### config.mk
export PLATFORM = sky130hd
export DESIGN_NAME = vga_sprite_gen
export DESIGN_NICKNAME = d
export VERILOG_FILES = /design/src/rtl/vga_sprite_gen.sv
export SDC_FILE = /design/constraint.sdc
export NUM_CORES = 1
export LEC_CHECK = 0
export BUFFER_PORTS_ARGS = -buffer_cell sky130_fd_sc_hd__buf_2
export CORE_MARGIN = 2
export CORE_UTILIZATION = 35
export CTS_CLUSTER_DIAMETER = 100
export DETAILED_ROUTE_END_ITERATION = 10
export PLACE_DENSITY = 0.5
export RECOVER_POWER = 50
export SYNTH_ARGS = -nofsm -noshare
export SYNTH_HDL_FRONTEND = slang
export SYNTH_SLANG_ARGS = --single-unit
### constraint.sdc
create_clock -name clk -period 5.48 [get_ports clk]
set_input_delay 0.274 -clock clk [delete_from_list [all_inputs] [get_ports clk]]
set_output_delay 0.274 -clock clk [all_outputs]
set_load 0.01 [all_outputs]
### src/rtl/vga_sprite_gen.sv
// Bouncing-square pixel generator behind a 640x480 VGA timing driver, 2-cycle pipeline.
// Optional checkerboard background enabled by defining VGA_SPRITE_CHECKER_EN.
module vga_sprite_gen #(
    parameter int SIZE      = 32,
    parameter int STEP      = 2,
    parameter int H_VISIBLE = 640,
    parameter int V_VISIBLE = 480
) (
    input  logic       clk,
    input  logic       arst,
    input  logic       en,
    input  logic [9:0] h_count,
    input  logic [9:0] v_count,
    input  logic       hsync_in,
    input  logic       vsync_in,
    output logic [3:0] red,
    output logic [3:0] green,
    output logic [3:0] blue,
    output logic       hsync,
    output logic       vsync,
    output logic       frame_tick
);

    localparam logic [10:0] SIZE_W = 11'(SIZE);
    localparam logic [10:0] STEP_W = 11'(STEP);
    localparam logic [9:0]  STEP_N = 10'(STEP);
    localparam logic [10:0] H_W    = 11'(H_VISIBLE);
    localparam logic [10:0] V_W    = 11'(V_VISIBLE);

    // Sprite motion state: position, direction (1 = left/up) and palette index.
    typedef struct packed {
        logic [9:0] x;
        logic [9:0] y;
        logic       dx_left;
        logic       dy_up;
        logic [2:0] colour_idx;
    } motion_t;

    motion_t     mot;
    motion_t     mot_next;
    logic [10:0] step_x;
    logic [10:0] step_y;
    logic        upd;
    logic [10:0] h_w;
    logic [10:0] v_w;
    logic [10:0] x_w;
    logic [10:0] y_w;
    logic        vis_d;
    logic        in_spr_d;

    logic        vis1;
    logic        in_spr1;
    logic        hs1;
    logic        vs1;
    logic [11:0] bg_colour;
    logic [11:0] pix_d;

    // No handshake: one pixel accepted and produced per cycle with en high, no backpressure.
    assign upd = en && (h_count == 10'd0) && ({1'b0, v_count} == V_W);

    // Returns {flip, new_position} for one axis bounded by [0, limit-SIZE].
    function automatic logic [10:0] axis_step(input logic [9:0] pos, input logic back,
                                              input logic [10:0] limit);
        logic [10:0] fwd;
        fwd = {1'b0, pos} + STEP_W;
        if (!back) begin
            if (fwd + SIZE_W <= limit) axis_step = {1'b0, fwd[9:0]};
            else                       axis_step = {1'b1, 10'(limit - SIZE_W)};
        end else begin
            if ({1'b0, pos} >= STEP_W) axis_step = {1'b0, pos - STEP_N};
            else                       axis_step = {1'b1, 10'd0};
        end
    endfunction

    function automatic logic [11:0] palette(input logic [2:0] idx);
        case (idx)
            3'd0:    palette = 12'hF00;
            3'd1:    palette = 12'h0F0;
            3'd2:    palette = 12'h00F;
            3'd3:    palette = 12'hFF0;
            3'd4:    palette = 12'h0FF;
            3'd5:    palette = 12'hF0F;
            3'd6:    palette = 12'hFFF;
            default: palette = 12'hF80;
        endcase
    endfunction

    always_comb begin
        step_x   = axis_step(mot.x, mot.dx_left, H_W);
        step_y   = axis_step(mot.y, mot.dy_up, V_W);
        mot_next = mot;
        mot_next.x       = step_x[9:0];
        mot_next.y       = step_y[9:0];
        mot_next.dx_left = mot.dx_left ^ step_x[10];
        mot_next.dy_up   = mot.dy_up ^ step_y[10];
        // A corner hit flips both axes but still advances the colour only once.
        if (step_x[10] || step_y[10]) mot_next.colour_idx = mot.colour_idx + 3'd1;
    end

    always_comb begin
        h_w      = {1'b0, h_count};
        v_w      = {1'b0, v_count};
        x_w      = {1'b0, mot.x};
        y_w      = {1'b0, mot.y};
        vis_d    = (h_w < H_W) && (v_w < V_W);
        in_spr_d = (x_w <= h_w) && (h_w < x_w + SIZE_W) &&
                   (y_w <= v_w) && (v_w < y_w + SIZE_W);
    end

`ifdef VGA_SPRITE_CHECKER_EN
    logic tile1;

    always_ff @(posedge clk or posedge arst) begin
        if (arst)    tile1 <= 1'b0;
        else if (en) tile1 <= h_count[5] ^ v_count[5];
    end

    assign bg_colour = tile1 ? 12'h444 : 12'h000;
`else
    assign bg_colour = 12'h000;
`endif

    always_comb begin
        pix_d = 12'h000;
        if (vis1) pix_d = in_spr1 ? palette(mot.colour_idx) : bg_colour;
    end

    always_ff @(posedge clk or posedge arst) begin
        if (arst) begin
            mot        <= '0;
            vis1       <= 1'b0;
            in_spr1    <= 1'b0;
            hs1        <= 1'b0;
            vs1        <= 1'b0;
            red        <= 4'h0;
            green      <= 4'h0;
            blue       <= 4'h0;
            hsync      <= 1'b0;
            vsync      <= 1'b0;
            frame_tick <= 1'b0;
        end else begin
            frame_tick <= upd;
            if (en) begin
                vis1    <= vis_d;
                in_spr1 <= in_spr_d;
                hs1     <= hsync_in;
                vs1     <= vsync_in;
                {red, green, blue} <= pix_d;
                hsync   <= hs1;
                vsync   <= vs1;
                // Update point sits in vertical blank, so no visible pixel sees a move.
                if (upd) mot <= mot_next;
            end
        end
    end

endmodule

# Word-level counts from Yosys, hierarchy flattened
# Cells that the tools add are included.
# totals
register_bits,44
inputBits,25
output_inout_bits,15
wordCells,63
# op_classes
n_addsub,9
order_cmp,10
eq_ne,7
muxes,9
bitwise,2
n_reduce_logical,11
# ops
cell,count
one-hot mux 12 bit (7 select lines),1
two-way mux 11 bit,6
two-way mux 12 bit,2
adder 10 x 2 -> 11 bit (second input constant),2
adder 10 x 6 -> 11 bit (second input constant),2
adder 11 x 6 -> 11 bit (second input constant),2
< comparator 10 x 11 -> 1 bit,2
greater-or-equal comparator 10 x 2 -> 1 bit (second input constant),2
less-or-equal comparator 10 bit,2
subtractor 10 x 2 -> 10 bit (second input constant),2
less-or-equal comparator 11 x 10 -> 1 bit (second input constant),1
less-or-equal comparator 11 x 9 -> 1 bit (second input constant),1
equality test 10 x 9 -> 1 bit (second input constant),1
zero test 10 bit,1
< comparator 10 bit (second input constant),1
< comparator 10 x 9 -> 1 bit (second input constant),1
equality test 3 bit (second input constant),3
equality test 3 x 2 -> 1 bit (second input constant),2
logical AND 1 bit,6
adder 3 x 1 -> 3 bit (second input constant),1
equality test 3 x 1 -> 1 bit (second input constant),1
zero test 3 bit,1
AND reduction 3 bit,1
AND reduction 2 bit,1
other kinds (2),3

# Longest topological paths before layout
# logic_depth
depth_word,7
ltp_mapped,13
depth_no_buf,13

# Least setup slack after synthesis
# Ideal clock, no wire load.
# synth_path
path_type,reg2reg
start,reg mot[6] in the netlist's numbering
end,reg mot[1] in the netlist's numbering
setup_time_ns,0.125
arrival_time_ns,2.873
t_required_ns,5.355
path_slack_ns,2.482
stages_incl_launch_ff,13
path_buffers,0
synth_period_minus_slack_ns,2.998
cell_sequence,dfrtp_1 > ha_1 > nand3_2 > xnor2_1 > ha_1 > nor3b_1 > o2111ai_1 > and3_1 > nand3_1 > o22ai_1 > nor3_2 > o32ai_4 > mux2_4
# synth_via
elab_chain_len,7
elab_cells_between_ends,9
classes_between,2 x add/sub; 2 x order compare; 3 x mux; 2 x reduce/logical
# synth_rtl
item,line,text
from (decl),39,motion_t mot;
from (signal assigned),152,if (upd) mot <= mot_next;
adder 10 x 2 -> 11 bit,65,"fwd = {1'b0, pos} + STEP_W;"
adder 11 x 6 -> 11 bit,67,"if (fwd + SIZE_W <= limit) axis_step = {1'b0, fwd[9:0]};"
less-or-equal comparator 11 x 9 -> 1 bit,67,
two-way mux 11 bit,67,
two-way mux 11 bit (*),66,if (!back) begin
logical OR 1 bit (*),97,if (step_x[10] || step_y[10]) mot_next.colour_idx = mot.colour_idx + 3'd1;
AND reduction 3 bit (no line) (*),--,
# Mark *: on every way between the ends. The rest lies on a longest branch, timed or not.
# A chain may end at the register's enable or synchronous reset.

# Final worst setup path
# Same ends and word-level chain as after synthesis.

==> impl_metrics.py <==
metrics = {
    "floorplan": {
        "dieHeight_um": 107.6,
        "start_util_pct": 36.20,
        "die_x_um": 107.6,
        "fp-row-count": 37,
        "die_area_mm2": 0.01157,
        "io_pins": 40,
        "core_area_mm2": 0.01037,
    },
    "final_layout": {
        "fin_cells": 609,
        "antenna_cells": 0,
        "final_cell_area_mm2": 0.004085,
        "final_util_pct": 39.39,
        "drive_gt1_share_pct": 14.38,
        "areaGrowthSynthToFinish_pct": 8.833,
        "nets": 551,
        "nFillCells": 1102,
    },
    "cts": {
        "cts_root_buffer": "clkbuf_8",
        "cts_tree": "yes",
        "post_cts_buffers": 0,
        "ctsResizeCount": 0,
        "ctsHoldBuffers": 0,
        "cts_num_sinks": 34,
        "clk_pin_slew_worst_paths_ns": 0.08,
        "cts_made_buffers": 5,
        "clock_path_buffers": 2,
        "worst_skew_pair.late_latency_ns": 0.30,
        "htree_num_levels": 2,
    },
    "setup_path": {
        "worstReg2RegStart": "mot[6]$_DFFE_PP0P_",
        "cpMaxStageDelayCell": "dfrtp_1",
        "cp.arrival_ns": 3.68,
        "r2r_end": "mot[1]$_DFFE_PP0P_",
        "crit_path_cell_trace": "ha_1, nand3_2, xnor2_1, ha_1, nor3b_1, o2111ai_1, and3_1, nand3_1, o22ai_1, nor3_2, o32ai_4, mux2_4",
        "r2r_slack_ns": 1.99,
        "cp.buffers_inverters": 0,
        "worstPathRequired_ns": 5.67,
        "slowest_delay_ns": 0.53,
        "rr_worst_depth": 12,
        "worstSetupEndpointType": "flop",
        "crit_fanout": 11,
        "start_kind": "flop",
        "crit_top_cell": "ha_1",
        "crit_type": "reg2reg",
        "cp_top_family": "simple AND/OR/NAND/NOR gates",
    },
    "drt": {
        "drc": 0,
        "first_iter_violations": 234,
        "drt.antenna.violating_nets": 0,
        "post_drt_wl_per_cell_um": 16.03,
        "viasPerCell": 5.409,
        "drt_wl_total_mm": 9.761,
        "drtPass1Iterations": 4,
        "vias": 3294,
    },
    "timing": {
        "hold_violations": 0,
        "rsz0062_at_grt": "no",
        "min_period_ns": 3.490,
        "skew_ns": 0.004525,
        "whs_ns": 0.2122,
        "worstMarginPinSlew_ns": 2.026,
        "setup_slack_ns": 1.991,
        "slew_headroom_pct": -35.05,
        "setup_tns_ns": 0,
        "period_share_pct": 63.68,
        "maxSlewViolCount": 35,
        "finalSetupViolCount": 0,
        "clock.fmax_mhz": 286.6,
    },
    "place": {
        "gp_congestion": 0.8858,
        "placed_area_mm2": 0.003978,
        "hpwlAfterDp_mm": 7.524,
        "io_buffers": 39,
        "dpl.cell_count": 601,
        "dp_slack_ns": 2.044,
    },
    "hold_path": {
        "min_path_type": "in2reg",
        "hold_start": "vsync_in",
        "whs_path_depth": 2,
        "holdPathEnd": "vs1$_DFFE_PP0P_",
    },
    "synth": {
        "synth_top_cell_by_area": "dfrtp_1",
        "yosysMostFrequentCell": "ha_1",
        "yosysWarnings": 0,
        "synth.distinct_cells": 71,
        "ys_seq_elements": 34,
        "synth_edf_count": 0,
        "postSynthAreaPerCell_um2": 8.323,
        "synth_top_family_by_area": "compound AO/OA/AOI/OAI gates",
        "yosysSeqAreaShare_pct": 22.67,
        "synth_compound_area_share_pct": 23.17,
        "yosys.area_share.simple_pct": 21.23,
        "synth.area.mux_share_pct": 2.400,
        "syn-cell-area_mm2": 0.003754,
        "synthTopCellsByArea": "dfrtp_1 (23%), ha_1 (18%), inv_1 (4.1%)",
        "synth_nets": 530,
        "synth_top_area_share_pct": 22.67,
        "synth-xor-area-share_pct": 3.967,
        "ys_top_cells_by_count": "ha_1 (54), inv_1 (41), dfrtp_1 (34)",
        "synth_ff_type": "dfrtp_1",
        "async_reset_ff_share_pct": 100.0,
        "syn_inst": 451,
        "synth_fa_ha_area_share_pct": 18.00,
    },
    "grt": {
        "antenna_found_initial": 0,
        "grt_usage_pct": 17.90,
        "grt_pass1_vias": 3268,
        "grt_pass1_wl_mm": 16.49,
        "grt_max_degree": 39,
        "overflow": 0,
    },
    "pwr": {
        "p_leak_nw": 1.871,
        "peakVddDrop_mv": 0.08738,
        "finalPower_mw": 0.5632,
        "p_per_area_mw_per_mm2": 137.9,
    },
    "run": {
        "cap_violations": 1,
    },
    "status": {
        "status": "finished, violations left",
        "violations": "max-capacitance violations, max-slew violations",
    },
}
## placed cells by master (no fill, tap or decap), types with 3 or more instances in the layout
master / synthesis / final
ha_1: 54 / 54
inv_1: 41 / 41
buf_2: 5 / 37
dfrtp_1: 34 / 34
nand2_1: 32 / 32
o21ai_0: 28 / 28
nor2_1: 24 / 24
a21oi_1: 22 / 22
nand3_1: 17 / 17
nor3_1: 16 / 16
xnor2_1: 11 / 11
nand4_1: 9 / 9
a21o_1: 9 / 9
o21a_1: 8 / 8
o211ai_1: 7 / 7
nor2b_1: 6 / 6
a211oi_1: 6 / 6
xor2_1: 6 / 6
nor4_1: 6 / 6
a22oi_1: 5 / 5
clkbuf_8: 0 / 5
o31ai_1: 4 / 4
mux2_2: 4 / 4
o2bb2ai_1: 4 / 4
or3_1: 4 / 4
nand3b_1: 3 / 3
o21ai_1: 3 / 3
and4_1: 3 / 3
and3_1: 3 / 3
a31oi_1: 3 / 3
and2_1: 3 / 3
nand2b_1: 3 / 3
mux2i_1: 3 / 3
o22ai_1: 3 / 3
clkbuf_1: 10 / 3
## power by group
part,internal (mW),switching (mW),leakage [nW]
registers,0.256,0.00264,0.433
logic,0.0267,0.0345,1.39
clock network,0.135,0.108,0.0504
total,0.418,0.145,1.87
## flip-flops by register name, summed over array words and instances (netlist names)
register / flops
hs1: 1
mot: 23
vsync: 1
blue: 1
in_spr1: 1
vs1: 1
hsync: 1
vis1: 1
green: 2
red: 1
frame_tick: 1
## kinds of logic (layout without fill, tap and decap cells)
logic type / Yosys count / count (layout)
AO/OA/AOI/OAI: 122 / 122
XOR/XNOR: 17 / 17
adder cells (fa/ha/maj): 54 / 54
buffers and inverters: 70 / 92
flip-flops: 34 / 34
multiplexers: 8 / 8
AND/OR/NAND/NOR: 146 / 146
## worst max-delay path by stage
stage,start,to,slack (ns),depth (start not counted)
after detailed placement,mot[6]$_DFFE_PP0P_,mot[1]$_DFFE_PP0P_,2.04,12
final,mot[6]$_DFFE_PP0P_,mot[1]$_DFFE_PP0P_,1.99,12
after global routing,mot[6]$_DFFE_PP0P_,mot[1]$_DFFE_PP0P_,1.70,12
after global placement,mot[6]$_DFFE_PP0P_,mot[1]$_DFFE_PP0P_,2.16,12
after floorplan,mot[6]$_DFFE_PP0P_,mot[1]$_DFFE_PP0P_,2.48,12
after CTS,mot[6]$_DFFE_PP0P_,mot[1]$_DFFE_PP0P_,2.00,12
## routing by layer
metal,vias to the layer above,global-route usage (%),routed length (um)
met3,5,3.208,437
met5,-,0,0
met4,0,4.029,73
li1,1672,-,-
met2,83,28.39,4329
met1,1534,25.29,4920
## layout make-up
type,count,area (um^2),share of cell area [%]
sequential,34,850.8,20.83
inverter,42,157.7,3.859
timing repair buffer,42,211.5,5.176
clock buffer,5,68.82,1.685
clock inverter,3,45.04,1.103
multi-input combinational,347,2581,63.19
tap,136,170.2,4.165
## worst register-to-register path: cells and delay by family, from the launching register on
family	cells	cell delay (ns)
AND/OR/NAND/NOR	5	1.18
flip-flops	1	0.53
XOR/XNOR	1	0.24
multiplexers	1	0.33
adder cells (fa/ha/maj)	2	0.64
AO/OA/AOI/OAI	3	0.45
Note: power is estimated with default switching activity, not from simulation.
